## src/rtl/spm_port_arbiter.sv

```systemverilog
// SPM port B arbiter: fixed CPU priority with bounded DMA starvation,
// plus one-cycle read-return routing back to the requester that issued the read.
module spm_port_arbiter #(
    parameter int ADDR_W       = 12,
    parameter int DATA_W       = 32,
    parameter int DMA_MAX_WAIT = 4
) (
    input  logic              clk,
    input  logic              reset_n,
    input  logic              cpu_req,
    input  logic              cpu_rw,
    input  logic [ADDR_W-1:0] cpu_addr,
    input  logic [DATA_W-1:0] cpu_wr_data,
    output logic              cpu_gnt,
    output logic              cpu_busy,
    output logic [DATA_W-1:0] cpu_rd_data,
    output logic              cpu_rd_valid,
    input  logic              dma_req,
    input  logic              dma_rw,
    input  logic [ADDR_W-1:0] dma_addr,
    input  logic [DATA_W-1:0] dma_wr_data,
    output logic              dma_gnt,
    output logic [DATA_W-1:0] dma_rd_data,
    output logic              dma_rd_valid,
    output logic              spm_as,
    output logic              spm_rw,
    output logic [ADDR_W-1:0] spm_addr,
    output logic [DATA_W-1:0] spm_wr_data,
    input  logic [DATA_W-1:0] spm_rd_data
);

    localparam logic [3:0] MAX_CNT = 4'(DMA_MAX_WAIT);

    logic [3:0] r_starveCnt;
    logic       r_rdOwnerCpu;
    logic       r_rdOwnerDma;
    logic       w_dmaWins;
    logic       w_cpuGnt;
    logic       w_dmaGnt;

    // DMA takes the port when alone, or when it has lost MAX_CNT contended cycles in a row.
    assign w_dmaWins = dma_req && (!cpu_req || (r_starveCnt == MAX_CNT));
    assign w_cpuGnt  = reset_n && cpu_req && !w_dmaWins;
    assign w_dmaGnt  = reset_n && w_dmaWins;

    assign cpu_gnt  = w_cpuGnt;
    assign dma_gnt  = w_dmaGnt;
    assign cpu_busy = reset_n && cpu_req && !w_cpuGnt;

    always_comb begin
        spm_as      = w_cpuGnt | w_dmaGnt;
        spm_rw      = 1'b0;
        spm_addr    = '0;
        spm_wr_data = '0;
        if (w_cpuGnt) begin
            spm_rw      = cpu_rw;
            spm_addr    = cpu_addr;
            spm_wr_data = cpu_wr_data;
        end else if (w_dmaGnt) begin
            spm_rw      = dma_rw;
            spm_addr    = dma_addr;
            spm_wr_data = dma_wr_data;
        end
    end

    always_ff @(posedge clk or negedge reset_n) begin
        if (!reset_n) begin
            r_starveCnt  <= 4'd0;
            r_rdOwnerCpu <= 1'b0;
            r_rdOwnerDma <= 1'b0;
        end else begin
            r_rdOwnerCpu <= w_cpuGnt && !cpu_rw;
            r_rdOwnerDma <= w_dmaGnt && !dma_rw;
            if (w_dmaGnt || !dma_req) begin
                r_starveCnt <= 4'd0;
            end else if (w_cpuGnt && (r_starveCnt != MAX_CNT)) begin
                r_starveCnt <= r_starveCnt + 4'd1;
            end
        end
    end

    // Owner flags are cleared asynchronously, so a read in flight at reset never returns.
    assign cpu_rd_valid = r_rdOwnerCpu;
    assign dma_rd_valid = r_rdOwnerDma;
    assign cpu_rd_data  = r_rdOwnerCpu ? spm_rd_data : '0;
    assign dma_rd_data  = r_rdOwnerDma ? spm_rd_data : '0;

endmodule

```

## config.mk

```make
export PLATFORM = sky130hd
export DESIGN_NAME = spm_port_arbiter
export DESIGN_NICKNAME = d
export VERILOG_FILES = /design/src/rtl/spm_port_arbiter.sv
export SDC_FILE = /design/constraint.sdc
export NUM_CORES = 1
export LEC_CHECK = 0
export ABC_AREA = 1
export CAP_MARGIN = 20
export CORE_AREA = 2 2 93 95
export CTS_BUF_LIST = sky130_fd_sc_hd__clkbuf_4
export DETAILED_ROUTE_END_ITERATION = 7
export DIE_AREA = 0 0 95 97
export PLACE_DENSITY_LB_ADDON = 0.1
export SETUP_SLACK_MARGIN = 0.1
export SKIP_CTS_REPAIR_TIMING = 1
export SLEW_MARGIN = 25
export SYNTH_ARGS = -nofsm -noshare
export SYNTH_HDL_FRONTEND = slang
export SYNTH_SLANG_ARGS = --single-unit
```

## constraint.sdc

```tcl
create_clock -name clk -period 2 [get_ports clk]
set_input_delay 0.4 -clock clk [delete_from_list [all_inputs] [get_ports clk]]
set_output_delay 0.4 -clock clk [all_outputs]
set_load 0.1 [all_outputs]
```

# After elaboration in Yosys (flattened, before gate mapping)
# Index checks and enable logic that the tools add are counted.
# op_classes
muxes,10
div,0
add_sub_neg,1
reduce_logical,17
shift,0
n_eq_ne,2
n_bitwise,1
n_lt_le_gt_ge,0
mul,0
# ops
operator,n
32-bit 2-to-1 mux,4
12-bit 2-to-1 mux,2
1-bit logical AND,8
4-bit 2-to-1 mux,2
1-bit logical NOT,6
4-bit by 1-bit adder with 4-bit output (second input constant),1
4-bit by 3-bit == test with 1-bit output (second input constant),1
4-bit by 3-bit != test with 1-bit output (second input constant),1
1-bit logical OR,2
1-bit 2-to-1 mux,2
2-bit nonzero test,1
1-bit OR,1
# totals
ramBits,0
memories,0
rom_bits,0
ff_bits,6
latch_bits,0
output_inout_bits,115
inputBits,126
word_cells,34

# Logic depth before layout (Yosys ltp)
# logic_depth
ltp_word,8
depth_mapped,9
ltp_nobuf,7

# Worst setup path after synthesis
# Ideal clock, no wire load.
# synth_timing
path_type,flip-flop to output port
startpoint,register r_starveCnt[0]
endpoint,output port cpu_busy
t_arrival_ns,2.239
path_slack_ns,-0.639
required_ns,1.600
path_buffers,1
path_stages_with_launch,8
cell_sequence,dfrtp_1 inv_1 ha_1 nand3_1 nand2_2 nand2_1 buf_2 nor2_1
# synth_between
elab_chain_cells,7
# synth_rtl
element,line,source
"start, declared",34,logic [3:0] r_starveCnt;
"start signal, assigned",77,r_starveCnt <= r_starveCnt + 4'd1;
4-bit by 3-bit == test with 1-bit output,42,assign w_dmaWins = dma_req && (!cpu_req || (r_starveCnt == MAX_CNT));
1-bit logical OR,42,
1-bit logical AND,42,
1-bit logical NOT,43,assign w_cpuGnt = reset_n && cpu_req && !w_dmaWins;
1-bit logical AND,43,
1-bit logical NOT,48,assign cpu_busy = reset_n && cpu_req && !w_cpuGnt;
1-bit logical AND,48,
"end, declared",15,"output logic cpu_busy,"
# No other way between the ends.

# Final worst setup path
# layout_timing
startpoint,register r_starveCnt[1]
endpoint,output port spm_wr_data[6]
# layout_between
elab_chain_cells,6
elab_cells_between_ends,8
classes_between,1 x eq/ne; 2 x mux; 5 x reduce/logical
# layout_rtl
element,line,source
4-bit by 3-bit == test with 1-bit output (*),42,
1-bit logical OR (*),42,
1-bit logical AND (*),42,
1-bit logical AND / 1-bit logical NOT (equally long branches),"44, 43",
32-bit 2-to-1 mux / 1-bit logical AND (equally long branches),"59, 43",
32-bit 2-to-1 mux (*),55,if (w_cpuGnt) begin
"end, declared",28,"output logic [DATA_W-1:0] spm_wr_data,"
# Mark *: on every way between the ends. The rest lies on a longest branch, timed or not.

==> metrics.txt <==
status=complete, but fails checks; failing checks=setup timing; residual DRC count=0; register area=153 sq um; clock sinks=6; clock-pin slew on the worst setup and hold paths=about 0.06 ns; root buf cell=clkbuf_4; PwrDens=about 300 mW/mm^2; Slowest cell on crit path=dfrtp_1; fill count=482; commonest cells in the netlist=nand2_1 (121), inv_1 (71), nand3_1 (49), nand4_1 (46), buf_2 (12); area of the multi-input gates=0.00173 sq mm; hpwl dp=8650 microns; DIE WIDTH=95 microns; placed cells=about 670; Synth cell types=15; top cell type by total area after synthesis=nand2_1; Setup violations, final=48; GR Util All Layers=21.4%; chip height=97 microns; initial antenna violation count=0; synthesized cell area=0.00166 sq mm; clk buf depth=2; main area contributors after synthesis=nand2_1 (27%), nand4_1 (17%), inv_1 (16%); DRT iter0 DRCs=90; top-count cell post-synth=nand2_1; die area=0.00922 sq mm; worst-path fanout max=11; Initial Util=between 20 and 25%; Setup Crit Path Kind=reg2out; cells along the critical path=inv_2 > ha_4 > nand3_4 > nand2_8 > clkbuf_16 > nand4_1 > nand2_4 > buf_12; area grow syn2layout=295%; num ports=around 240; Mean Syn Cell Area=4.93 sq um; Fin. Hold Viols=0; vias in the first global route=3219; net count after synthesis=465; DRT Wirelength=about 11000 microns; number of synthesized flops with an enable pin=0; Leak Pwr=about 2.4 nW; Worst setup EP type=output port; crit path DAT=roughly 1.7 ns; area share of the largest cell type after synthesis=27.3%; CTS tree=done; global placer's final weighted congestion=between 0.7 and 0.8; first-pass GRT wire length=15800 microns; PortBufs=240; Synth Flop Type=dfrtp_1; synth warn=0; FMAX=471 MHz; worst slew pin tran=0.386 ns; largest net degree at the start of global routing=43; H-tree Lvls=1; # rows=33; clk_lat worst skew=~0.25 ns; GRT Residual Overflow=0; final std cells w/o fill=~690; Vias=approximately 3200; Slew HR=about three quarters; vias per inst=4.70; layout cells sized above 1=54.2%; Startpoint Class=register; antenna cell count=0; fin worst setup slack=-0.124 ns; sequential area share after synthesis=roughly 9%; post-synthesis register bit count=6; Initial DRT Pass Iterations=4; slowest cell delay on critical path=0.38 ns; Final Cycle Share=106%; post-layout min period=around 2.1 ns; RSZ-0062 raised after global routing=true; Core Region=0.00813 sq mm; Detail Route Antenna Nets=0; Num CTS Buffers=3; Final Max Slew Viols=0; Worst Path Required=1.60 ns; WL per Instance=16.4 microns; asr flop ratio synth=100%; Layout Nets=710; Synth Instances=about 340; setup TNS=-4.55 ns; Max VDD drop=231 uV; HP Class=in2async; Clock Skew=0.00764 ns; max-cap violations=0
==> worst paths after layout <==
kind / startpoint / end / slack (ns) / cells after the start
max: r_starveCnt[1]$_DFFE_PN0P_ / spm_wr_data[6] / -0.12 / 8
min: reset_n / cpu_rd_valid$_DFF_PN0_ / 0.14 / 2
max reg2reg: r_starveCnt[1]$_DFFE_PN0P_ / r_starveCnt[2]$_DFFE_PN0P_ / 0.35 / 10
min reg2reg: r_starveCnt[3]$_DFFE_PN0P_ / r_starveCnt[3]$_DFFE_PN0P_ / 0.57 / 3
max in group asynchronous: reset_n / r_starveCnt[1]$_DFFE_PN0P_ / 1.67 / 2
min in group clk: r_starveCnt[3]$_DFFE_PN0P_ / r_starveCnt[3]$_DFFE_PN0P_ / 0.57 / 3
==> metrics by stage <==
| stage | area, sq um | utilization [%] | total power [mW] | worst slack (ns) | hold WS [ns] |
|---|---|---|---|---|---|
| 2_1_floorplan | 2220 | - | 0.994 | 0.108 | 0.104 |
| 3_3_place_gp | 5950 | 73.2 | 1.69 | -0.187 | 0.391 |
| 3_5_place_dp | 5950 | 73.2 | 1.71 | -0.210 | 0.397 |
| 4_1_cts | 5980 | 73.5 | 1.86 | -0.313 | 0.124 |
| 5_1_grt | 6560 | 80.7 | 2.04 | -0.217 | 0.141 |
| 6_report | 6560 | 80.7 | 1.97 | -0.124 | 0.143 |
==> layout by cell type (no fill, tap or decap), types with 2 or more instances in the layout <==
cell type        netlist  final
clkinvlp_4             0     62
dfrtp_2                0      2
buf_12                 0    123
nand3_1               49      3
inv_1                 71      7
nand3_4                0      8
nand2_4                0     40
clkbuf_16              0      7
nand2_8                0      3
clkdlybuf4s50_1        0    122
nand2_2                1      6
buf_4                  3     15
nand2_1              121     73
clkbuf_4               0      4
dlymetal6s2s_1         0      2
nor2_1                 7      6
nand3_2                0     38
nand4_1               46     46
dfrtp_1                6      4
inv_2                  1      3
==> kinds of logic after synthesis <==
kind of cell,Yosys count,synth area share (%)
and+or+nand+nor,224,61.3
DFF,6,9.03
buffers and inverters,103,27.1
xor gates and xnor gates,2,1.05
adders and majority gates,2,1.50
==> worst max-delay path, delay by kind of cell (launching register included) <==
family	cells	cell delay (ns)
simple gates	4	0.52
buf+inv	3	0.43
flops	1	0.38
fa+ha+maj	1	0.13
==> metal layers <==
metal	GRT usage, %	up-vias	part of all wire [%]	wire (microns)
met1	20.4	1490	33	3760
met2	42.3	164	56	6280
met4	6.58	0	2.3	255
li1	-	1550	-	-
met3	6.46	18	8.5	954
met5	0	-	0	0
==> layout make-up <==
cell class	instances	area share, %
repair buffers	271	61.1
flip-flops and latches	6	2.33
multi-input cells	228	26.4
clock buffers	4	0.457
inverters	72	7.66
well taps	105	2.00
==> where the power goes <==
part           leakage (nW)  internal [mW]  switching [mW]
combinational          2.32          0.703           0.995
sequential           0.0790          0.126         0.00541
clock                0.0184         0.0896          0.0512
==> registers in the layout, indices dropped and copies added, names as in the netlist <==
signal        cells
r_starveCnt       4
cpu_rd_valid      1
dma_rd_valid      1
Power figures use the tool's default switching activity.
